==> src/rtl/wishbone_interconnect_n.sv <==
// wishbone_interconnect_n: one Wishbone classic master to N slaves.
// Each slave owns an equal address window of 2**SPAN_LOG2 bytes. The slave
// index is decoded in IDLE and held in sel until the cycle ends. Unmapped
// addresses and slaves that do not acknowledge in time get a one-cycle bus
// error. A saturating counter records every error response.
// Ports:
//   clk_i, rst_n_i                          clock, async active-low reset
//   adr/dat/cyc/stb/we_o_master (in)        master request
//   ack/err/dat_i_master (out)              master response
//   adr/dat/we_o_out (out)                  broadcast to all slaves
//   cyc_o_out, stb_o_out (out, N_SLAVES)    per-slave cycle/strobe
//   ack_i_in (in, N_SLAVES)                 per-slave acknowledge
//   dat_i_in (in, N_SLAVES*DATA_WIDTH)      per-slave read data
//   busy_o (out)                            state != IDLE
//   err_cnt_o (out, ERR_CNT_WIDTH)          saturating error count
module wishbone_interconnect_n #(
    parameter int unsigned N_SLAVES       = 4,
    parameter int unsigned DATA_WIDTH     = 32,
    parameter int unsigned ADDR_WIDTH     = 32,
    parameter int unsigned SPAN_LOG2      = 2,
    parameter int unsigned TIMEOUT_CYCLES = 16,
    parameter int unsigned ERR_CNT_WIDTH  = 8
) (
    input  logic                           clk_i,
    input  logic                           rst_n_i,
    input  logic [ADDR_WIDTH-1:0]          adr_o_master,
    input  logic [DATA_WIDTH-1:0]          dat_o_master,
    input  logic                           cyc_o_master,
    input  logic                           stb_o_master,
    input  logic                           we_o_master,
    output logic                           ack_i_master,
    output logic                           err_i_master,
    output logic [DATA_WIDTH-1:0]          dat_i_master,
    output logic [ADDR_WIDTH-1:0]          adr_o_out,
    output logic [DATA_WIDTH-1:0]          dat_o_out,
    output logic                           we_o_out,
    output logic [N_SLAVES-1:0]            cyc_o_out,
    output logic [N_SLAVES-1:0]            stb_o_out,
    input  logic [N_SLAVES-1:0]            ack_i_in,
    input  logic [N_SLAVES*DATA_WIDTH-1:0] dat_i_in,
    output logic                           busy_o,
    output logic [ERR_CNT_WIDTH-1:0]       err_cnt_o
);

    localparam int unsigned SEL_W = (N_SLAVES > 1) ? $clog2(N_SLAVES) : 1;
    localparam int unsigned TO_W  = (TIMEOUT_CYCLES > 0) ? $clog2(TIMEOUT_CYCLES + 1) : 1;

    typedef enum logic [1:0] {
        IDLE   = 2'd0,
        ACTIVE = 2'd1,
        ERROR  = 2'd2,
        DONE   = 2'd3
    } state_t;

    state_t                  state, state_nxt;
    logic [SEL_W-1:0]        sel;
    logic [TO_W-1:0]         to_cnt;
    logic [ERR_CNT_WIDTH-1:0] err_cnt;

    logic [ADDR_WIDTH-1:0]   idx_c;
    logic                    mapped_c;
    logic                    req_c;
    logic                    ack_sel_c;
    logic [DATA_WIDTH-1:0]   dat_sel_c;
    logic                    to_hit_c;

    // Broadcast signals follow the master directly.
    assign adr_o_out = adr_o_master;
    assign dat_o_out = dat_o_master;
    assign we_o_out  = we_o_master;

    // Full-width compare so any set upper address bit counts as unmapped.
    assign idx_c    = adr_o_master >> SPAN_LOG2;
    assign mapped_c = (idx_c < ADDR_WIDTH'(N_SLAVES));
    assign req_c    = cyc_o_master & stb_o_master;

    // Last ACTIVE cycle allowed before the timeout fires.
    assign to_hit_c = (TIMEOUT_CYCLES != 0) && (to_cnt == TO_W'(TIMEOUT_CYCLES - 1));

    // Select the latched slave's ack and read data.
    always_comb begin
        ack_sel_c = 1'b0;
        dat_sel_c = '0;
        for (int unsigned i = 0; i < N_SLAVES; i++) begin
            if (sel == SEL_W'(i)) begin
                ack_sel_c = ack_i_in[i];
                dat_sel_c = dat_i_in[i*DATA_WIDTH +: DATA_WIDTH];
            end
        end
    end

    // State register.
    always_ff @(posedge clk_i or negedge rst_n_i) begin
        if (!rst_n_i) begin
            state <= IDLE;
        end else begin
            state <= state_nxt;
        end
    end

    // Next-state logic.
    always_comb begin
        state_nxt = state;
        unique case (state)
            IDLE: begin
                if (req_c) begin
                    state_nxt = mapped_c ? ACTIVE : ERROR;
                end
            end
            ACTIVE: begin
                if (!req_c) begin
                    state_nxt = IDLE;
                end else if (ack_sel_c) begin
                    state_nxt = DONE;
                end else if (to_hit_c) begin
                    state_nxt = ERROR;
                end
            end
            ERROR:   state_nxt = DONE;
            DONE:    state_nxt = IDLE;
            default: state_nxt = IDLE;
        endcase
    end

    // Outputs; a strobe without cyc is meaningless, so stb is gated by cyc.
    always_comb begin
        cyc_o_out    = '0;
        stb_o_out    = '0;
        ack_i_master = 1'b0;
        err_i_master = 1'b0;
        dat_i_master = '0;
        busy_o       = (state != IDLE);
        unique case (state)
            ACTIVE: begin
                for (int unsigned i = 0; i < N_SLAVES; i++) begin
                    if (sel == SEL_W'(i)) begin
                        cyc_o_out[i] = cyc_o_master;
                        stb_o_out[i] = stb_o_master & cyc_o_master;
                    end
                end
                ack_i_master = req_c & ack_sel_c;
                dat_i_master = (req_c & ack_sel_c) ? dat_sel_c : '0;
            end
            ERROR:   err_i_master = 1'b1;
            default: ;
        endcase
    end

    // Slave latch, timeout counter and error counter.
    always_ff @(posedge clk_i or negedge rst_n_i) begin
        if (!rst_n_i) begin
            sel     <= '0;
            to_cnt  <= '0;
            err_cnt <= '0;
        end else begin
            if (state == IDLE && req_c && mapped_c) begin
                sel    <= SEL_W'(idx_c);
                to_cnt <= '0;
            end
            if (state == ACTIVE && req_c && !ack_sel_c) begin
                to_cnt <= to_cnt + TO_W'(1);
            end
            if (state == ERROR && err_cnt != '1) begin
                err_cnt <= err_cnt + ERR_CNT_WIDTH'(1);
            end
        end
    end

    assign err_cnt_o = err_cnt;

endmodule
==> config.mk <==
export PLATFORM = sky130hd
export DESIGN_NAME = wishbone_interconnect_n
export DESIGN_NICKNAME = d
export VERILOG_FILES = /design/src/rtl/wishbone_interconnect_n.sv
export SDC_FILE = /design/constraint.sdc
export NUM_CORES = 1
export LEC_CHECK = 0
export CAP_MARGIN = 20
export CORE_AREA = 2 2 123 125
export DETAILED_ROUTE_END_ITERATION = 8
export DIE_AREA = 0 0 125 127
export DONT_BUFFER_PORTS = 1
export MAX_ROUTING_LAYER = met4
export PLACE_DENSITY = 0.42
export RECOVER_POWER = 100
export SKIP_LAST_GASP = 1
export SLEW_MARGIN = 30
export SYNTH_ARGS = -nofsm -noshare
export SYNTH_HDL_FRONTEND = slang
export SYNTH_SLANG_ARGS = --single-unit
==> constraint.sdc <==
create_clock -name clk_i -period 2.2 [get_ports clk_i]
set_input_delay 0.44 -clock clk_i [delete_from_list [all_inputs] [get_ports clk_i]]
set_output_delay 0.44 -clock clk_i [all_outputs]
set_load 0.03 [all_outputs]
# [Word level (Yosys, flattened, before mapping)]
# Cells that the tools add are included.
[op_classes] n_addsub=2 order_cmp=1 n_eq_ne=10 mux=30 bitwise=2 n_reduce_logical=11
[ops] operator="$mux W32" count=6
[ops] operator="$lt A30 B3 Y1 const B" count=1
[ops] operator="$mux W1" count=14
[ops] operator="$mux W2" count=5
[ops] operator="$mux W5" count=2
[ops] operator="$add A8 B1 Y8 const B" count=1
[ops] operator="$eq A2 B2 Y1 const B" count=4
[ops] operator="$mux W4" count=2
[ops] operator="$ne A8 B8 Y1 const B" count=1
[ops] operator="$pmux W2 S4" count=1
[ops] operator="$add A5 B1 Y5 const B" count=1
[ops] operator="$eq A5 B4 Y1 const B" count=1
[ops] operator="$logic_and A1 B1 Y1" count=5
[ops] operator="$eq A2 B1 Y1 const B" count=2
[ops] operator="$logic_not A2 Y1" count=2
[ops] operator="$ne A4 B4 Y1 const B" count=1
[ops] operator="$reduce_bool A2 Y1" count=2
[ops] operator="$and A1 B1 Y1" count=2
[ops] operator="$ne A2 B2 Y1 const B" count=1
[ops] operator="$reduce_and A2 Y1" count=1
[ops] operator="$logic_not A1 Y1" count=1
[totals] reg_bits=17 input_bits=201 output_inout_bits=116 word_cells=60

# [Longest topological paths before layout]
# Gate-level depths: netlist of run 1.
[logic_depth] ltp_word=8 mapped_depth=7 depth_no_buf=6

# [Least setup slack after synthesis of run 1]
# Ideal clock, no wire load.
[synth_timing] path_type="reg2out" from="register sel[0]" to="output port dat_i_master[10]" arrival_time_ns=1.566 t_required_ns=1.760 path_slack_ns=0.194 stages_incl_launch_ff=5 path_buffers=2 path_cell_list="dfrtp_1 > buf_6 > buf_2 > mux4_2 > and3_1"
[synth_via] elab_chain_cells=8 elab_cells_between_ends=15 cone_classes="3 x eq/ne; 10 x mux; 1 x bitwise; 1 x reduce/logical"
[synth_rtl] item="from (decl)" line_no="56" text="logic [SEL_W-1:0] sel;"
[synth_rtl] item="from (signal assigned)" line_no="157" text="sel <= SEL_W'(idx_c);"
[synth_rtl] item="$logic_not A2 Y1" line_no="85" text="if (sel == SEL_W'(i)) begin"
[synth_rtl] item="$mux W1 (4 in series)" line_no="85"
[synth_rtl] item="$and A1 B1 Y1" line_no="142" text="dat_i_master = (req_c & ack_sel_c) ? dat_sel_c : '0;"
[synth_rtl] item="$mux W32 *" line_no="142"
[synth_rtl] item="$mux W32 *" line_no="133" text="unique case (state)"
[synth_rtl] item="to (decl)" line_no="33" text="output logic [DATA_WIDTH-1:0] dat_i_master,"
# Every way passes the cells marked *; elsewhere a longest branch is shown, timed or not.

# [Worst setup path after layout of run 1]
[layout_timing] from="register sel[0]" to="output port dat_i_master[28]"
# The elaborated chain is that of the path after synthesis.

==> flow_summary_export.csv, run 1 <==
group,metric,value,unit
timing,slew_headroom,0.4786,
drt,drc,0,
worst_setup_path,r2r_cells,4,
min_path,hold_depth,2,
drt,ant_nets,0,
global_route,grt_max_degree,37,
placement,portBuffers,0,
cts,path_clk_slew,0.05,ns
finish,final_nets,433,
yosys,synthCells,246,
drt,drt_wl_total,8.596,mm
worst_setup_path,end_kind,"output port",
finish,seqCellArea,426.7,um2
finish,fin_util,0.1864,
placement,place.gp.congestion,0.7916,
cts,clk_root_buffer_cell,"clkbuf_16",
floorplanning,die_area,0.01588,mm2
drt,drt_pass1_iterations,4,
timing,period_minus_slack,2.256,ns
drt,wl_per_cell,20.71,um
timing,grt_setup_unrepaired,"true",
timing,fin_crit_sh,1.026,
worst_setup_path,crit_type,"reg2out",
yosys,yosysWarnings,0,
global_route,grt_antenna_before_repair,4,
pwr,power-per-cell-area,556.7,mW/mm2
timing,hold_viol,0,
yosys,ys_seq_area_frac,0.1725,
worst_setup_path,cp_max_fo,22,
drt,vias,1931,
yosys,synth_fa_ha_area_frac,0.01522,
finish,num-fill-cells,1614,
cts,cts_tree,"built",
yosys,synth_compound_area_frac,0.03146,
floorplanning,std_cell_rows,44,
finish,final_cell_area,0.002689,mm2
pwr,ir_drop,0.4083,mV
timing,fin_worst_skew,0.0008673,ns
floorplanning,initial_core_util,0.1710,
global_route,grt.overflow.total,0,
status,violations,"negative setup slack",
floorplanning,chipHeight,127,um
finish,multi_input_area,0.001433,mm2
cts,h-tree-depth,1,
pwr,leakage,1.198,nW
worst_setup_path,required,1.76,ns
timing,layout_setup_ws,-0.05623,ns
cts,cts-buffers-inserted,3,
placement,dp_hpwl,7.151,mm
floorplanning,die_w,125,um
finish,syn_to_final_growth,9.031,%
timing,timing.hold.ws,0.3172,ns
global_route,grt_pass1_wl,12.07,mm
floorplanning,core_area,0.01442,mm2
yosys,synth_simple_gate_area_frac,0.2019,
timing,fin_setup_tns,-1.010,ns
timing,finalSetupViolCount,32,
drt,via_per_inst,4.653,
run,maxCapViolations,0,
floorplanning,num_io_pins,317,
yosys,synth_top_family_by_area,"multiplexers",
cts,clock_path_buffers,2,
global_route,track_usage,0.09918,
yosys,synth_seq_cells,17,
global_route,grt_pass1_vias,2003,
finish,drive_above_1_share,0.4079,
yosys,syn_nets,450,
yosys,synthMuxAreaShare,0.3151,
placement,placed_cell_area,0.002579,mm2
yosys,synth.distinct_cells,35,
worst_setup_path,arrival,1.82,ns
status,status,"finished with violations",
worst_setup_path,startpoint_type,"flip-flop",
yosys,postSynthAreaPerCell,10.02,um2
timing,maxSlewViolCount,0,
yosys,synthesis.area,0.002466,mm2
cts,clk-insertion-delay-late,0.24,ns
yosys,synthXorXnorAreaFrac,0.02486,
min_path,hold_class,"in2reg",
cts,cts_num_sinks,17,
timing,worstMarginPinSlew,0.7796,ns
drt,drt_iter0_markers,83,
timing,max_clock_freq,0.4432,GHz
==> critical path: stages (launching register included) <==
cell and delay [ns]:
dfrtp_2 0.36, buf_6 0.14, mux4_2 0.56, buf_12 0.18, and3_1 0.16, buf_4 0.17
==> state kept, by name (all words and copies together), names as in the netlist <==
register and flops:
sel 2, state 2, to_cnt 5, err_cnt_o 8
==> layout by cell type, fill, tap and decap left out, types with 3 or more instances in the layout <==
cell       Yosys  routed
and3_1        34      34
buf_12         0       4
buf_4         65      42
clkbuf_1      10       7
clkbuf_16      0       4
clkbuf_2       0       3
dfrtp_1       17      16
diode_2        0       3
ha_1           3       3
inv_1          6       5
mux4_2        30      31
nand2_1       11      11
nand3_1        7       7
nand4_1        3       3
nor2_1        10      10
nor4_1         7       8
o21ai_0        4       5
xnor2_1        4       4
xor2_1         3       3
==> synthesized netlist by cell type <==
cell	count	area, um2
a211o_1	1	8.760
a21o_1	1	7.510
a22o_1	2	17.52
a31oi_1	1	6.260
and3_1	34	212.7
and4b_1	1	10.01
buf_1	1	3.750
buf_2	3	15.01
buf_4	65	488.0
buf_6	2	22.52
clkbuf_1	10	37.54
dfrtp_1	17	425.4
ha_1	3	37.54
inv_1	6	22.52
mux2_2	2	22.52
mux4_1	3	78.83
mux4_2	30	675.7
nand2_1	11	41.29
nand3_1	7	35.03
nand3b_1	2	15.01
nand4_1	3	18.77
nor2_1	10	37.54
nor2_4	1	11.26
nor2b_1	2	12.51
nor2b_2	1	8.760
nor3_1	2	10.01
nor3b_1	1	7.510
nor4_1	7	43.79
nor4_4	1	21.27
o21ai_0	4	20.02
o21ai_1	2	10.01
o31ai_1	1	7.510
or2_2	2	12.51
xnor2_1	4	35.03
xor2_1	3	26.28
==> timing repair <==
item | 4_1_cts | 5_1_grt
cloned | 0 | 1
gates resized for setup | 2 | 3
buffers inserted | 1 | 3
hold buffers | 1 | 0
setup endpoints to repair | 33 | 33
hold endpoints to repair | 17 | 0
==> area by class of cell <==
type	count	area share
flip-flops and latches	17	0.1587
clock buffers	4	0.02932
multi-input cells	142	0.5328
inverters	6	0.008376
repair buffers	59	0.1824
well taps	184	0.08562
diodes	3	0.002792
==> where the power goes <==
part | total, mW | internal, mW | switching (mW)
combinational | 0.564 | 0.229 | 0.336
sequential | 0.569 | 0.402 | 0.166
clock | 0.364 | 0.246 | 0.118
total | 1.50 | 0.876 | 0.620
==> metrics by stage <==
step | total power, mW | setup slack (ns) | cells
final | 1.497 | -0.05623 | 415
after global routing | 1.596 | -0.1129 | 415
after CTS | 1.552 | -0.1513 | 408
after floorplan | 1.213 | 0.1942 | 246
after global placement | 1.165 | 0.09442 | 402
after detailed placement | 1.175 | 0.06360 | 402
==> cells by family (layout without fill, tap and decap cells) <==
| kind of cell | Yosys count | in the layout |
|---|---|---|
| mux | 35 | 35 |
| buf+inv | 87 | 69 |
| xor+xnor | 7 | 7 |
| flops | 17 | 17 |
| compound gates | 12 | 12 |
| simple gates | 85 | 85 |
| other cells | 0 | 3 |
| fa+ha+maj | 3 | 3 |
==> path summary, 6_finish.rpt <==
check                                            from  slack, ns                    end
worst max-delay path               sel[0]$_DFFE_PN0P_      -0.06       dat_i_master[28]
worst min-delay path                  adr_o_master[2]       0.32     sel[0]$_DFFE_PN0P_
worst max register to register   state[1]$_DFFE_PN0P_       0.06  to_cnt[3]$_DFFE_PN0P_
worst min register to register  to_cnt[4]$_DFFE_PN0P_       0.50  to_cnt[4]$_DFFE_PN0P_
max in group asynchronous                     rst_n_i       0.94     sel[0]$_DFFE_PN0P_
min in group asynchronous                     rst_n_i       0.72   state[1]$_DFFE_PN0P_
==> metal layers <==
metal	part of all wire	global-route usage	wire (um)	up-vias
met1	0.38	0.1162	3291	942
met2	0.49	0.1630	4177	157
met5	0	-	0	-
li1	-	-	-	822
met4	0.022	0.01569	186	0
met3	0.11	0.04146	940	10
No activity file was read; power rests on OpenSTA's default activity.
==> run 2, diff against run 1 <==
--- a/config.mk
+++ b/config.mk
@@ -6,12 +6,12 @@
 export NUM_CORES = 1
 export LEC_CHECK = 0
 export CAP_MARGIN = 20
-export CORE_AREA = 2 2 123 125
+export CORE_AREA = 2 2 124 126
 export DETAILED_ROUTE_END_ITERATION = 8
-export DIE_AREA = 0 0 125 127
+export DIE_AREA = 0 0 126 128
 export DONT_BUFFER_PORTS = 1
 export MAX_ROUTING_LAYER = met4
-export PLACE_DENSITY = 0.42
+export PLACE_DENSITY = 0.41
 export RECOVER_POWER = 100
 export SKIP_LAST_GASP = 1
 export SLEW_MARGIN = 30
==> run 2 against run 1 <==
Compared with the run above: the flow still finishes with violations (negative setup slack); via count fell by 1.8%; sequential power rose by 0.7%; core utilization fell by 0.43 points; clock power rose by 1%; clock skew rose by 0.0013 ns; cell area rose by 0.70%; total power fell by 0.71%; critical path depth did not move; fmax fell by 1.9%; global-route usage rose by 0.18 points; cell count rose by 0.24%.
==> flow_summary_export.csv, run 2 (same netlist as run 1, synthesis figures left out) <==
group,metric,value,unit
drt,drc,0,
worst_setup_path,max_stage_delay,0.53,ns
timing,grt_setup_unrepaired,"true",
timing,fin_crit_sh,1.046,
cts,cts-buffers-inserted,3,
cts,clock_path_buffers,2,
finish,mostFrequentLayoutCells,"buf_4, and3_1, mux4_2",
finish,drive_above_1_share,0.4185,
timing,period_minus_slack,2.301,ns
timing,fin_worst_skew,0.002168,ns
worst_setup_path,crit_type,"reg2out",
worst_setup_path,reg2reg_from,"err_cnt_o[1]$_DFFE_PN0P_",
worst_setup_path,r2r_cells,6,
finish,final_cell_area,0.002708,mm2
timing,worstMarginPinSlew,0.7981,ns
floorplanning,std_cell_rows,45,
placement,placed_cell_area,0.002564,mm2
timing,hold_viol,0,
drt,drt_iter0_markers,94,
timing,layout_setup_ws,-0.1007,ns
timing,slew_headroom,0.4662,
min_path,whs_endpoint,"sel[1]$_DFFE_PN0P_",
drt,ant_nets,0,
floorplanning,die_area,0.01613,mm2
worst_setup_path,critPathSlowestCell,"mux4_2",
worst_setup_path,end_kind,"output port",
cts,cts_num_sinks,17,
drt,vias,1896,
global_route,grt_pass1_wl,12.19,mm
finish,final_common_cell,"buf_4",
drt,via_per_inst,4.558,
worst_setup_path,arrival,1.86,ns
global_route,grt_antenna_before_repair,1,
min_path,hp-start,"adr_o_master[3]",
run,maxCapViolations,0,
floorplanning,num_io_pins,317,
drt,wl_per_cell,21.03,um
cts,h-tree-depth,1,
global_route,grt_max_degree,37,
timing,finalSetupViolCount,32,
placement,place.gp.congestion,0.8126,
cts,path_clk_slew,0.05,ns
timing,max_clock_freq,0.4346,GHz
placement,portBuffers,0,
drt,drt_wl_total,8.748,mm
pwr,leakage,1.216,nW
finish,largest_reg_flops,8,
cts,cts_tree,"built",
global_route,grt_pass1_vias,1983,
worst_setup_path,crit_path_cell_trace,"buf_12 > mux4_2 > buf_12 > and3_1 > buf_4",
drt,drt_pass1_iterations,4,
min_path,hold_class,"in2reg",
worst_setup_path,worst_path_most_repeated_cell,"buf_12",
placement,pre_cts_ws,0.03749,ns
floorplanning,core_area,0.01486,mm2
status,status,"finished with violations",
finish,final_nets,432,
pwr,power-per-cell-area,548.9,mW/mm2
global_route,grt.overflow.total,0,
floorplanning,die_w,126,um
worst_setup_path,required,1.76,ns
finish,num-fill-cells,1676,
worst_setup_path,cp_max_fo,36,
status,violations,"negative setup slack",
worst_setup_path,worst-r2r-setup-slack,0.17,ns
floorplanning,initial_core_util,0.1659,
finish,syn_to_final_growth,9.792,%
pwr,ir_drop,0.5089,mV
floorplanning,chipHeight,128,um
cts,clk-insertion-delay-late,0.25,ns
placement,dp_hpwl,7.176,mm
cts,clk_root_buffer_cell,"clkbuf_16",
pwr,power,1.486,mW
timing,maxSlewViolCount,0,
worst_setup_path,reg2reg_to,"err_cnt_o[4]$_DFFE_PN0P_",
global_route,track_usage,0.1010,
min_path,hold_depth,1,
worst_setup_path,startpoint_type,"flip-flop",
==> run 2: worst max path at each step <==
stage                                   from          endpoint  cells after the start
after floorplan           sel[0]$_DFFE_PN0P_  dat_i_master[10]                      4
after global placement    sel[0]$_DFFE_PN0P_   dat_i_master[4]                      5
after detailed placement  sel[0]$_DFFE_PN0P_   dat_i_master[4]                      5
after CTS                 sel[0]$_DFFE_PN0P_   dat_i_master[4]                      5
after global routing      sel[0]$_DFFE_PN0P_   dat_i_master[3]                      5
final                     sel[0]$_DFFE_PN0P_   dat_i_master[4]                      5
==> run 2: layout make-up <==
class / count / area [um2] / share of cell area
multi-input combinational: 142 / 1435 / 0.5300
antenna: 1 / 2.502 / 0.0009242
sequential: 17 / 426.7 / 0.1576
inverter: 6 / 22.52 / 0.008318
clock inverter: 1 / 7.507 / 0.002773
clock buffer: 3 / 75.07 / 0.02773
tap: 188 / 235.2 / 0.08688
timing repair buffer: 58 / 503.0 / 0.1858
==> run 2: power by group <==
| group | leakage (nW) | switching [mW] | internal (mW) |
|---|---|---|---|
| combinational | 0.962 | 0.320 | 0.224 |
| clock | 0.0371 | 0.124 | 0.245 |
| sequential | 0.217 | 0.172 | 0.402 |
==> run 2: per-layer routing <==
metal | vias up | track usage | share of wire | wire length [um]
li1 | 814 | - | - | -
met1 | 947 | 0.1192 | 0.39 | 3432
met2 | 129 | 0.1695 | 0.50 | 4387
met3 | 6 | 0.04007 | 0.099 | 870
met4 | 0 | 0.009696 | 0.0065 | 57
met5 | - | - | 0 | 0
==> run 2: what timing repair did <==
action                                 in CTS  in global routing
cloned                                      2                  0
hold buffers                                1                  0
endpoints found under the hold margin      17                  0
setup endpoints to repair                  33                 33
gates resized for setup                     5                  2
setup buffers                               3                  0
==> run 2: worst max-delay path: cells and delay by family, from the launching register on <==
kind	cells	cell delay, ns
multiplexers	1	0.53
flip-flops	1	0.39
AND/OR/NAND/NOR	1	0.17
buffers and inverters	3	0.50
==> run 2: metrics by stage <==
step	utilization	setup TNS, ns	hold WS (ns)	std cells
after floorplan	-	0	0.1444	246
after global placement	0.1725	0	0.1449	405
after detailed placement	0.1725	0	0.1450	405
after CTS	0.1848	-2.578	0.3394	415
after global routing	0.1822	-4.564	0.3378	416
final	0.1822	-2.229	0.3405	416
==> run 3, diff against run 2 <==
--- a/config.mk
+++ b/config.mk
@@ -10,9 +10,11 @@
 export DETAILED_ROUTE_END_ITERATION = 8
 export DIE_AREA = 0 0 126 128
 export DONT_BUFFER_PORTS = 1
+export HOLD_SLACK_MARGIN = 0.02
 export MAX_ROUTING_LAYER = met4
 export PLACE_DENSITY = 0.41
 export RECOVER_POWER = 100
+export REMOVE_ABC_BUFFERS = 1
 export SKIP_LAST_GASP = 1
 export SLEW_MARGIN = 30
 export SYNTH_ARGS = -nofsm -noshare
==> run 3 against run 2 <==
Compared with the run above: the run still ends with negative setup slack left; wire length is 36% higher; core utilization is 0.084 points higher; cell area is 0.46% higher; flip-flop and latch count is the same; hold slack worse by 0.0081 ns; worst setup slack better by 0.017 ns; combinational power hardly changed; critical path type unchanged; critical endpoint is now dat_i_master[17]; highest routed layer unchanged.
==> flow_summary_export.csv, run 3 (same netlist as run 1, synthesis figures left out) <==
group,metric,value,unit
worst_setup_path,crit_type,"reg2out",
timing,timing.hold.ws,0.3324,ns
timing,layout_setup_ws,-0.08366,ns
worst_setup_path,worst-r2r-setup-slack,0.10,ns
worst_setup_path,startpoint_type,"flip-flop",
timing,fin_worst_skew,0.001444,ns
cts,cts_tree,"built",
cts,h-tree-depth,1,
timing,finalSetupViolCount,32,
floorplanning,core_area,0.01486,mm2
finish,final_nets,429,
cts,cts-buffers-inserted,3,
finish,mostFrequentLayoutCells,"buf_4, and3_1, mux4_2",
cts,cts_num_sinks,17,
drt,vias,1960,
timing,maxSlewViolCount,0,
cts,path_clk_slew,0.05,ns
timing,slew_headroom,0.3434,
placement,portBuffers,0,
finish,syn_to_final_growth,10.30,%
worst_setup_path,required,1.76,ns
timing,fin_setup_tns,-2.017,ns
drt,drt_pass1_iterations,4,
timing,period_minus_slack,2.284,ns
finish,final_common_cell,"buf_4",
min_path,hold_class,"in2async",
drt,drt_iter0_markers,60,
timing,worstMarginPinSlew,0.9849,ns
global_route,track_usage,0.1412,
global_route,grt_pass1_wl,15.57,mm
timing,hold_viol,0,
drt,drt_wl_total,11.87,mm
drt,ant_nets,0,
global_route,grt_pass1_vias,2075,
timing,fin_crit_sh,1.038,
worst_setup_path,arrival,1.84,ns
placement,place.gp.congestion,0.7988,
placement,dp_hpwl,10.46,mm
global_route,grt_max_degree,37,
global_route,grt_antenna_before_repair,2,
pwr,share_comb_of_total_power,0.363,
floorplanning,initial_core_util,0.1659,
floorplanning,std_cell_rows,45,
status,violations,"negative setup slack",
placement,placed_cell_area,0.002569,mm2
timing,grt_setup_unrepaired,"true",
floorplanning,num_io_pins,317,
floorplanning,die_area,0.01613,mm2
finish,fin_util,0.1830,
finish,final_cell_area,0.002720,mm2
drt,wl_per_cell,28.67,um
status,status,"finished with violations",
floorplanning,chipHeight,128,um
worst_setup_path,r2r_cells,6,
pwr,swShare,0.4145,
pwr,ir_drop,0.3803,mV
pwr,power,1.501,mW
pwr,power_frac_clock,0.245,
pwr,power-per-cell-area,551.8,mW/mm2
finish,final_cells,414,
finish,largest_reg_flops,8,
worst_setup_path,cp_max_fo,20,
drt,via_per_inst,4.734,
cts,clk-insertion-delay-late,0.25,ns
run,maxCapViolations,0,
timing,max_clock_freq,0.4379,GHz
placement,dp.cells,404,
pwr,pwr-share-seq,0.393,
placement,pre_cts_ws,0.09606,ns
cts,clock_path_buffers,2,
floorplanning,die_w,126,um
finish,drive_above_1_share,0.4152,
cts,clk_root_buffer_cell,"clkbuf_16",
pwr,p_int,878.8,uW
global_route,grt.overflow.total,0,
pwr,leakage,1.215,nW
pwr,power.switching,622.2,uW
worst_setup_path,end_kind,"output port",
drt,drc,0,
## run 3: cell types whose count changed in the layout (fill, tap and decap cells not counted)
cell,previous run,this run
buf_6,1,2
buf_12,4,5
buf_4,40,43
buf_16,2,1
nor2_4,0,1
diode_2,1,2
clkbuf_16,3,4
clkbuf_1,3,4
nor2_1,11,10
clkinvlp_4,1,0
dlygate4sd3_1,1,0
clkbuf_2,7,0
## run 3: power by group through the flow
stage	sequential, mW	combinational, mW	clock (mW)
after floorplan	0.588	0.395	0
after global placement	0.590	0.568	0
after detailed placement	0.592	0.575	0
after CTS	0.589	0.584	0.381
after global routing	0.610	0.616	0.395
final	0.589	0.544	0.367
## run 3: worst paths after layout
path	from	end
worst max-delay path	sel[0]$_DFFE_PN0P_	dat_i_master[17]
worst min-delay path	rst_n_i	err_cnt_o[1]$_DFFE_PN0P_
worst max register to register	sel[0]$_DFFE_PN0P_	to_cnt[3]$_DFFE_PN0P_
worst min register to register	to_cnt[4]$_DFFE_PN0P_	to_cnt[4]$_DFFE_PN0P_
max in group asynchronous	rst_n_i	sel[0]$_DFFE_PN0P_
min in group clk_i	adr_o_master[3]	sel[1]$_DFFE_PN0P_
## run 3: final cells by class
type,instances,area (um2)
fillers,1652,12140
multi-input cells,142,1443
repair buffers,55,509.2
flip-flops and latches,17,426.7
well taps,188,235.2
clock buffers,4,78.83
inverters,6,22.52
diodes,2,5.005
## run 3: per-layer routing
| layer | wire [um] | track usage |
|---|---|---|
| met5 | 0 | - |
| met4 | 484 | 0.05171 |
| met3 | 2261 | 0.1248 |
| met2 | 5253 | 0.2078 |
| met1 | 3871 | 0.1329 |
## run 3: critical path: stages (launching register included)
cell	delay (ns)
dfrtp_2	0.38
buf_12	0.15
mux4_2	0.55
buf_6	0.18
and3_1	0.19
buf_12	0.15
## run 3: timing repair
action                                  in CTS  in global routing
hold buffers                                 1                  0
setup buffers                                1                  0
gates resized for setup                      3                  1
cloned                                       1                  1
hold endpoints to repair                    17                  0
pin swaps                                    0                  0
endpoints found under the setup margin      33                 33
